`config.mk`:
```
export PLATFORM = sky130hd
export DESIGN_NAME = dtag_mbist_ctrl
export DESIGN_NICKNAME = d
export VERILOG_FILES = /design/src/rtl/dtag_mbist_ctrl.sv
export SDC_FILE = /design/constraint.sdc
export NUM_CORES = 1
export LEC_CHECK = 0
export ABC_AREA = 1
export BUFFER_PORTS_ARGS = -buffer_cell sky130_fd_sc_hd__buf_2
export CAP_MARGIN = 5
export CORE_ASPECT_RATIO = 0.5
export CORE_MARGIN = 3
export CORE_UTILIZATION = 50
export CTS_CLUSTER_DIAMETER = 150
export DETAILED_ROUTE_END_ITERATION = 10
export GPL_TIMING_DRIVEN = 0
export HOLD_SLACK_MARGIN = 0.03
export PLACE_DENSITY = 0.85
export RECOVER_POWER = 50
export SLEW_MARGIN = 30
export SYNTH_ARGS = -nofsm -noshare
export SYNTH_HDL_FRONTEND = slang
export SYNTH_SLANG_ARGS = --single-unit
```
`constraint.sdc`:
```
create_clock -name clk -period 3.7 [get_ports clk]
set_clock_uncertainty 0.1 [all_clocks]
set_input_delay 0.185 -clock clk [delete_from_list [all_inputs] [get_ports clk]]
set_output_delay 0.185 -clock clk [all_outputs]
set_load 0.005 [all_outputs]
```
`src/rtl/dtag_mbist_ctrl.sv`:
```
// dtag_mbist_ctrl: March C- memory-BIST controller for the data-cache tag and
// status arrays. It drives one shared address/write/pattern bus to NUM_ARR
// arrays and compares their registered read data with the expected background.
// bist_mode 01 runs March C-, 10 runs a fill-only pass (M0), 00/11 idle.
// Optional macro DTAG_MBIST_DIAG_EN builds capture registers behind
// fail_adr/fail_elem; when it is undefined those ports are tied to 0.
module dtag_mbist_ctrl #(
  parameter int unsigned            ADDR_W  = 9,
  parameter int unsigned            DATA_W  = 19,
  parameter int unsigned            NUM_ARR = 3,
  parameter logic [DATA_W-1:0]      BG_PAT  = '0
) (
  input  logic                      clk,
  input  logic                      bist_reset,
  input  logic [1:0]                bist_mode,
  input  logic [NUM_ARR-1:0]        arr_en,
  input  logic [NUM_ARR*DATA_W-1:0] arr_rdata,
  output logic                      bist_on,
  output logic [ADDR_W-1:0]         bist_adr,
  output logic                      bist_we,
  output logic [DATA_W-1:0]         bist_pattern,
  output logic                      bist_done,
  output logic                      bist_error,
  output logic [NUM_ARR-1:0]        err_vec,
  output logic [ADDR_W-1:0]         fail_adr,
  output logic [2:0]                fail_elem
);

  localparam logic [3:0] S_IDLE  = 4'd0;
  localparam logic [3:0] S_M0    = 4'd1;
  localparam logic [3:0] S_M1    = 4'd2;
  localparam logic [3:0] S_M2    = 4'd3;
  localparam logic [3:0] S_M3    = 4'd4;
  localparam logic [3:0] S_M4    = 4'd5;
  localparam logic [3:0] S_M5    = 4'd6;
  localparam logic [3:0] S_FLUSH = 4'd7;
  localparam logic [3:0] S_DONE  = 4'd8;

  localparam logic [ADDR_W-1:0] ADR_MAX = '1;

  logic [3:0]          state;
  logic [ADDR_W-1:0]   adr;
  logic                ph;        // 0: read cycle, 1: write cycle (M1..M4)
  logic                fill;
  logic [NUM_ARR-1:0]  en_q;
  logic [NUM_ARR-1:0]  err_q;
  logic                cmp_valid;
  logic [DATA_W-1:0]   cmp_exp;

  logic                start;
  logic                rw_elem;
  logic                in_march;
  logic                down;
  logic                rd_cyc;
  logic                last;
  logic [ADDR_W-1:0]   end_adr;
  logic [3:0]          nxt_state;
  logic [ADDR_W-1:0]   nxt_adr;
  logic [DATA_W-1:0]   exp_pat;
  logic [NUM_ARR-1:0]  mism;
  logic [NUM_ARR-1:0]  hit;

  // Element decode, bus outputs and end-of-element sequencing.
  always_comb begin
    start    = (state == S_IDLE) && ((bist_mode == 2'b01) || (bist_mode == 2'b10));
    rw_elem  = (state == S_M1) || (state == S_M2) || (state == S_M3) || (state == S_M4);
    in_march = (state == S_M0) || rw_elem || (state == S_M5);
    down     = (state == S_M3) || (state == S_M4) || (state == S_M5);
    rd_cyc   = (rw_elem && !ph) || (state == S_M5);
    end_adr  = down ? '0 : ADR_MAX;
    last     = (adr == end_adr) && (!rw_elem || ph);
    exp_pat  = ((state == S_M2) || (state == S_M4)) ? ~BG_PAT : BG_PAT;

    bist_on      = (state != S_IDLE);
    bist_done    = (state == S_DONE);
    bist_adr     = adr;
    bist_we      = (state == S_M0) || (rw_elem && ph);
    bist_pattern = '0;
    if (in_march)
      bist_pattern = ((state == S_M1) || (state == S_M3)) ? ~BG_PAT : BG_PAT;

    nxt_state = S_IDLE;
    nxt_adr   = '0;
    case (state)
      // Fill passes through FLUSH as well so both modes share one exit path.
      S_M0:    nxt_state = fill ? S_FLUSH : S_M1;
      S_M1:    nxt_state = S_M2;
      S_M2:    begin nxt_state = S_M3; nxt_adr = ADR_MAX; end
      S_M3:    begin nxt_state = S_M4; nxt_adr = ADR_MAX; end
      S_M4:    begin nxt_state = S_M5; nxt_adr = ADR_MAX; end
      S_M5:    nxt_state = S_FLUSH;
      default: nxt_state = S_IDLE;
    endcase
  end

  // Main sequencer: state, address counter and read/write phase.
  always_ff @(posedge clk) begin
    if (bist_reset) begin
      state <= S_IDLE;
      adr   <= '0;
      ph    <= 1'b0;
      fill  <= 1'b0;
      en_q  <= '0;
    end else begin
      case (state)
        S_IDLE: begin
          adr <= '0;
          ph  <= 1'b0;
          if (start) begin
            state <= S_M0;
            fill  <= (bist_mode == 2'b10);
            en_q  <= arr_en;
          end
        end
        S_M0, S_M1, S_M2, S_M3, S_M4, S_M5: begin
          if (rw_elem && !ph) begin
            ph <= 1'b1;
          end else begin
            ph <= 1'b0;
            if (last) begin
              state <= nxt_state;
              adr   <= nxt_adr;
            end else begin
              adr <= down ? adr - 1'b1 : adr + 1'b1;
            end
          end
        end
        S_FLUSH: begin
          state <= S_DONE;
          adr   <= '0;
        end
        S_DONE: begin
          adr <= '0;
          if (bist_mode[1] == bist_mode[0])
            state <= S_IDLE;
        end
        default: state <= S_IDLE;
      endcase
    end
  end

  // Per-array miscompare against the expected value of the previous read.
  always_comb begin
    mism = '0;
    for (int unsigned i = 0; i < NUM_ARR; i++)
      mism[i] = (arr_rdata[i*DATA_W +: DATA_W] != cmp_exp);
    hit = mism & en_q;
  end

  // Compare pipeline: capture read expectation, then fold mismatches into sticky flags.
  always_ff @(posedge clk) begin
    if (bist_reset || start) begin
      cmp_valid <= 1'b0;
      cmp_exp   <= '0;
      err_q     <= '0;
    end else begin
      cmp_valid <= rd_cyc;
      cmp_exp   <= exp_pat;
      if (cmp_valid)
        err_q <= err_q | hit;
    end
  end

  assign err_vec    = err_q;
  assign bist_error = |err_q;

`ifdef DTAG_MBIST_DIAG_EN
  logic [ADDR_W-1:0] cmp_adr;
  logic [2:0]        cmp_elem;
  logic [ADDR_W-1:0] fail_adr_q;
  logic [2:0]        fail_elem_q;
  logic              failed;

  // Diagnostic capture of the first miscompare of a run.
  always_ff @(posedge clk) begin
    if (bist_reset || start) begin
      cmp_adr     <= '0;
      cmp_elem    <= '0;
      fail_adr_q  <= '0;
      fail_elem_q <= '0;
      failed      <= 1'b0;
    end else begin
      if (rd_cyc) begin
        cmp_adr  <= adr;
        cmp_elem <= state[2:0] - 3'd1;
      end
      if (cmp_valid && (|hit) && !failed) begin
        failed      <= 1'b1;
        fail_adr_q  <= cmp_adr;
        fail_elem_q <= cmp_elem;
      end
    end
  end

  assign fail_adr  = fail_adr_q;
  assign fail_elem = fail_elem_q;
`else
  assign fail_adr  = '0;
  assign fail_elem = '0;
`endif

endmodule

```
==> flow_metrics.tcl, run 1 <==
set metrics [dict create \
    yosys-top-cells-area "dfxtp_1, nand2_1, buf_4" \
    grt_pass1_vias 2309 \
    hold_viol 0 \
    routed_wl_mm 6.09 \
    wl_per_cell_um 11.0 \
    critPathLaunchType "flip-flop" \
    setup_viol 0 \
    yosys.area.top_type "dfxtp_1" \
    holdWs_ns 0.0899 \
    yosysWarnings 0 \
    fillCellCount 410 \
    multi_input_area_sq_mm 0.00145 \
    min_path_type "primary input to flip-flop" \
    grt_max_degree 20 \
    grt_antenna_before_repair 0 \
    dieHeight_um 54.3 \
    reg2reg_from "state[0]" \
    syn_avg_cell_area_sq_um 6.06 \
    critPathKind "flip-flop to flip-flop" \
    drc_errors 0 \
    power_density_mw_per_mm2 553 \
    track_usage_pct 21.4 \
    arrival_ns 2.64 \
    grt_setup_unrepaired "false" \
    buffer_ports.inserted 98 \
    cts.sinks 23 \
    grt_pass1_wl_mm 9.52 \
    min_period_ns 2.59 \
    ys.flop_type "dfxtp_1" \
    boundaryPins 111 \
    core.rowCount 16 \
    initialDrtViolationCount 84 \
    power_leakage_nw 1.71 \
    setup_slack_ns 1.11 \
    finalCritPeriodShare_pct 70.0 \
    status "finished, final reports clean" \
    clk_latency_ns 0.27 \
    ys_seq_area_share_pct 19.7 \
    n_antenna_cell 0 \
    path_clk_slew_ns 0.09 \
    path_max_fanout 13 \
    regArea_sq_um 460 \
    max_cap_violations 0 \
    cts_root_buf "clkbuf_8" \
    ys_ff_latch 23 \
    cts_tree "built" \
    ant_nets 0 \
    worstPathRequired_ns 3.75 \
    yosysUniqueCellTypes 30 \
    nNetsFinal 579 \
    post_cts_resized 0 \
    synth_top_area_share_pct 19.7 \
    place_hpwl_mm 4.94 \
    r2r_cells 11 \
    max_slew.worst_pin.slew_ns 1.04 \
    synthTopCellsByCount "nand2_1, inv_1, nand3_1" \
    hold_depth 3 \
    postSynthCellCount 385 \
    hp-start "arr_en[0]" \
    grt_overflow 0 \
    relSlewSlack_pct 30.3 \
    via_per_inst 4.81 \
    start_util_pct 55.7 \
    fmax_mhz 386 \
    drive_gt1_share_pct 29.3 \
    cp-end-kind "flip-flop" \
    clk_path_buf_depth 2 \
    drt_pass1_iterations 4 \
    die_w_um 103 \
    area_delta_synth_final_pct 27.5 \
    gp_congestion 0.973 \
    rr_endpoint "bist_adr[6]" \
    place_ws_ns 1.16 \
    h-tree-depth 1 \
    rrSetupSlack_ns 1.11 \
    async_flop_share_pct 0 \
    numCtsBuffers 3 \
    tns_ns 0 \
    core_area_sq_mm 0.00418 \
    die_area_sq_mm 0.00557 \
    synth_edf_count 0 \
    num_vias 2661 \
    syn-cell-area_sq_mm 0.00233 \
    drv_slew 0 \
    holdPathEnd "en_q[0]" \
    ir_drop_mv 0.358 \
    yosysMostFrequentCell "nand2_1" \
]
[power breakdown]
group	internal (W)	switching (W)	leakage, nW	total (W)
Combinational	0.000488	0.000605	1.50	0.00109
Clock	0.0000755	0.0000895	0.0255	0.000165
Sequential	0.000315	0.0000716	0.187	0.000387
Total	0.000879	0.000766	1.71	0.00164
[flip-flops by register name (all words and copies together), names as in the netlist]
signal and cells:
fill 1, state 4, err_vec 3, cmp_valid 1
cmp_exp 1, bist_adr 9, ph 1, en_q 3
[placed cells by master, fill, tap and decap left out, types with 2 or more instances in the layout]
cell	synthesis	final
buf_4	30	30
nand3_1	43	43
nor2_1	27	28
o21ai_0	9	9
nor4_1	4	4
clkbuf_8	0	3
or2_2	3	3
a21oi_1	22	22
ha_1	14	14
inv_1	56	56
nand2_2	4	4
nand4_1	12	12
nand3_2	2	2
inv_2	5	5
nand2_1	99	99
nand2_4	3	3
conb_1	1	12
xnor2_1	2	2
nor3_1	14	14
clkbuf_1	1	10
dfxtp_1	23	23
buf_2	1	90
[through the flow]
step | total power [W] | instance area (sq um) | utilization, % | cells
finish | 0.00164 | 2970 | 71.1 | 553
CTS | 0.00166 | 2990 | 71.4 | 553
global route | 0.00181 | 2970 | 71.1 | 553
floorplan | 0.00115 | 2370 | - | 396
detailed placement | 0.00149 | 2930 | 70.1 | 548
global placement | 0.00147 | 2930 | 70.1 | 548
[timing repair]
item                                   in CTS  in global routing
setup buffers                               0                  0
endpoints found under the hold margin       1                  0
hold buffers                                1                  0
[worst max path at each step]
stage                     startpoint           to  slack [ns]  depth (start not counted)
final                       state[0]  bist_adr[6]        1.11                         11
after floorplan             state[3]     state[1]        1.55                         13
after global placement      state[0]  bist_adr[2]        1.17                         11
after global routing        state[0]  bist_adr[6]        0.93                         11
after CTS                   state[0]  bist_adr[6]        1.14                         11
after detailed placement    state[0]  bist_adr[3]        1.16                         11
[metal layers]
metal	global-route usage (%)	share of wire [%]
met2	40.8	48
met4	6.75	1.2
met1	25.1	45
met3	3.44	6.0
met5	0	0
[cell type report]
| type | count | area share [%] |
|---|---|---|
| inverters | 61 | 7.70 |
| well taps | 54 | 2.27 |
| multi-input cells | 280 | 48.7 |
| flip-flops and latches | 23 | 15.5 |
| plain buffers | 32 | 7.87 |
| clock buffers | 3 | 1.39 |
| repair buffers | 99 | 16.4 |
| clock inverters | 1 | 0.168 |
[critical path, cell delays in order, from the launching register on]
cell and delay, ns:
dfxtp_1 0.46, nand2_2 0.14, nand3_2 0.18, inv_1 0.26, ha_1 0.37, nand3_1 0.11
nor2_1 0.11, nand2_1 0.09, a21oi_4 0.16, nand3b_2 0.25, nand3_1 0.17, a21oi_1 0.07
[logic make-up after synthesis]
logic type | after synthesis | synth area share, %
and+or+nand+nor | 216 | 42.8
buffers and inverters | 93 | 19.8
AOI/OAI and AO/OA | 34 | 7.94
DFF | 23 | 19.7
adders and majority gates | 15 | 8.37
xor gates and xnor gates | 3 | 1.13
other | 1 | 0.161
Power figures use the tool's default switching activity.
==> run 2: changes to the inputs <==
CORE_UTILIZATION = 43   (was 50)
PLACE_DENSITY = 0.78   (was 0.85)
clock period = 2.2 ns   (was 3.7 ns; I/O delays follow)
==> run 2 against run 1 <==
Effect of this change:
- count of clock-buffer cells in the layout grew 1
- non-clock buffer count grew 10
- total power grew 86%
- clock power grew 64%
- fmax grew 18%
- critical path depth grew 4
- hold slack gained 0.066 ns
- flip-flop and latch count is the same
- critical path type unchanged
- critical endpoint is now state[2]
==> flow_metrics.tcl, run 2 (same netlist as run 1, synthesis figures left out) <==
set metrics [dict create \
    status "finished, final reports clean" \
    critPathLaunchType "flip-flop" \
    setup_viol 0 \
    buffer_ports.inserted 98 \
    routed_wl_mm 6.50 \
    wl_met1_mm 2.69 \
    die_w_um 110 \
    start_util_pct 46.0 \
    finalCritPeriodShare_pct 99.3 \
    path_max_fanout 6 \
    p_total_w 0.00306 \
    r2r_cells 15 \
    nNetsFinal 590 \
    cp-end-kind "flip-flop" \
    cts_tree "built" \
    grt_pass1_vias 2351 \
    grt_setup_unrepaired "true" \
    fmax_mhz 458 \
    cp_cell_sequence "inv_4, nand3_4, clkinvlp_4, buf_8, ha_4, nand3_4, nor2_1, nand2_1, a21oi_4, nand2_4, nand2_4, nand2_4, inv_2, nor2_1, nor2_1" \
    grt_overflow 0 \
    rr_endpoint "state[2]" \
    route.met3.wl_um 534 \
    core.rowCount 18 \
    dieHeight_um 58.1 \
    top_layer "met4" \
    cts.sinks 23 \
    drv_slew 0 \
    wl_per_cell_um 11.2 \
    place_area_sq_mm 0.00295 \
    layout_common_cells "nand2_1, buf_2, inv_1" \
    n_antenna_cell 0 \
    via_per_inst 4.71 \
    cp_num_cells 15 \
    num_vias 2734 \
    largest_register_ffs 9 \
    grt_max_degree 20 \
    arrival_ns 2.29 \
    place_ws_ns -0.321 \
    setup_slack_ns 0.0147 \
    area_delta_synth_final_pct 39.6 \
    cp_top_family "simple AND/OR/NAND/NOR gates" \
    clk_path_buf_depth 2 \
    numCtsBuffers 3 \
    min_period_ns 2.19 \
    power_leakage_nw 1.80 \
    drive_gt1_share_pct 34.5 \
    grt_antenna_before_repair 0 \
    track_usage_pct 19.3 \
    critical-path-slowest-cell "dfxtp_4" \
    final_common_cell "nand2_1" \
    initialDrtViolationCount 123 \
    core_area_sq_mm 0.00507 \
    rrSetupSlack_ns 0.01 \
    crit_buf_inv 4 \
    min_path_type "primary input to flip-flop" \
    final_area_sq_mm 0.00326 \
    gp_congestion 0.913 \
    drt_pass1_iterations 4 \
    endpoint "state[2]" \
    hold_viol 0 \
    boundaryPins 111 \
    die_area_sq_mm 0.00640 \
    drc_errors 0 \
    h-tree-depth 1 \
    power_density_mw_per_mm2 940 \
    path_clk_slew_ns 0.08 \
    cpPeakStageDelay_ns 0.41 \
    worstPathRequired_ns 2.30 \
    cts_root_buf "clkbuf_8" \
    ant_nets 0 \
    grt_pass1_wl_mm 10.0 \
    critPathKind "flip-flop to flip-flop" \
    met2WireLength_mm 3.17 \
    cp-startpoint "state[3]" \
    clk_latency_ns 0.27 \
    max_cap_violations 0 \
    ir_drop_mv 0.500 \
    place_hpwl_mm 4.89 \
    reg2reg_from "state[3]" \
]
run 2: cell count changes in the layout (fill, tap and decap cells not counted), sizes merged:
cell         before  now
clkinv            1    0
dlygate4sd3       1    4
clkinvlp          0    1
nand2           106  107
inv              61   60
buf             120  128
run 2: worst min path at each step:
stage | from | end | slack [ns] | cells past startpoint
after floorplan | bist_reset | bist_adr[0] | 0.08 | 1
after global placement | bist_reset | en_q[1] | 0.26 | 2
after detailed placement | bist_reset | bist_adr[0] | 0.25 | 2
after CTS | bist_mode[1] | fill | 0.16 | 4
after global routing | bist_mode[1] | fill | 0.17 | 4
final | bist_mode[1] | fill | 0.16 | 4
run 2: per-stage QoR:
stage	hold slack (ns)	setup TNS [ns]	cells	util (%)
after floorplan	0.0791	0	396	-
after global placement	0.255	-3.22	564	58.2
after detailed placement	0.253	-3.49	564	58.2
after CTS	0.163	0	578	62.8
after global routing	0.173	-2.25	580	64.3
final	0.156	0	580	64.3
run 2: final cells by class:
| cell class | count | area (sq um) |
|---|---|---|
| clock buffer | 4 | 45.0 |
| timing repair buffer | 109 | 584 |
| tap | 70 | 87.6 |
| sequential | 23 | 473 |
| buffer | 32 | 234 |
| inverter | 61 | 235 |
| multi-input combinational | 281 | 1600 |
| fill | 491 | 1810 |
run 2: power breakdown:
| part | internal [W] | total [W] | switching, W | leakage (nW) |
|---|---|---|---|---|
| clock | 0.000130 | 0.000270 | 0.000140 | 0.0228 |
| sequential | 0.000538 | 0.000674 | 0.000136 | 0.190 |
| combinational | 0.000981 | 0.00212 | 0.00114 | 1.58 |
run 2: worst reg2reg max path, cell delays in order (launching register included):
cell and delay, ns:
dfxtp_4 0.41, inv_4 0.06, nand3_4 0.10, clkinvlp_4 0.11, buf_8 0.16, ha_4 0.28
nand3_4 0.07, nor2_1 0.10, nand2_1 0.09, a21oi_4 0.21, nand2_4 0.12, nand2_4 0.10
nand2_4 0.06, inv_2 0.05, nor2_1 0.03, nor2_1 0.08
run 2: layer usage:
metal | vias to the layer above | GRT usage (%)
met5 | - | 0
met4 | 0 | 3.86
met3 | 10 | 3.45
met2 | 88 | 36.6
met1 | 1178 | 22.8
li1 | 1458 | -
run 2: repair_timing:
action,CTS,global route
pin swaps,2,10
buffers inserted,5,2
gates cloned,1,0
endpoints found under the hold margin,5,0
hold buffers,4,0
gates resized for setup,19,16
setup endpoints to repair,31,12
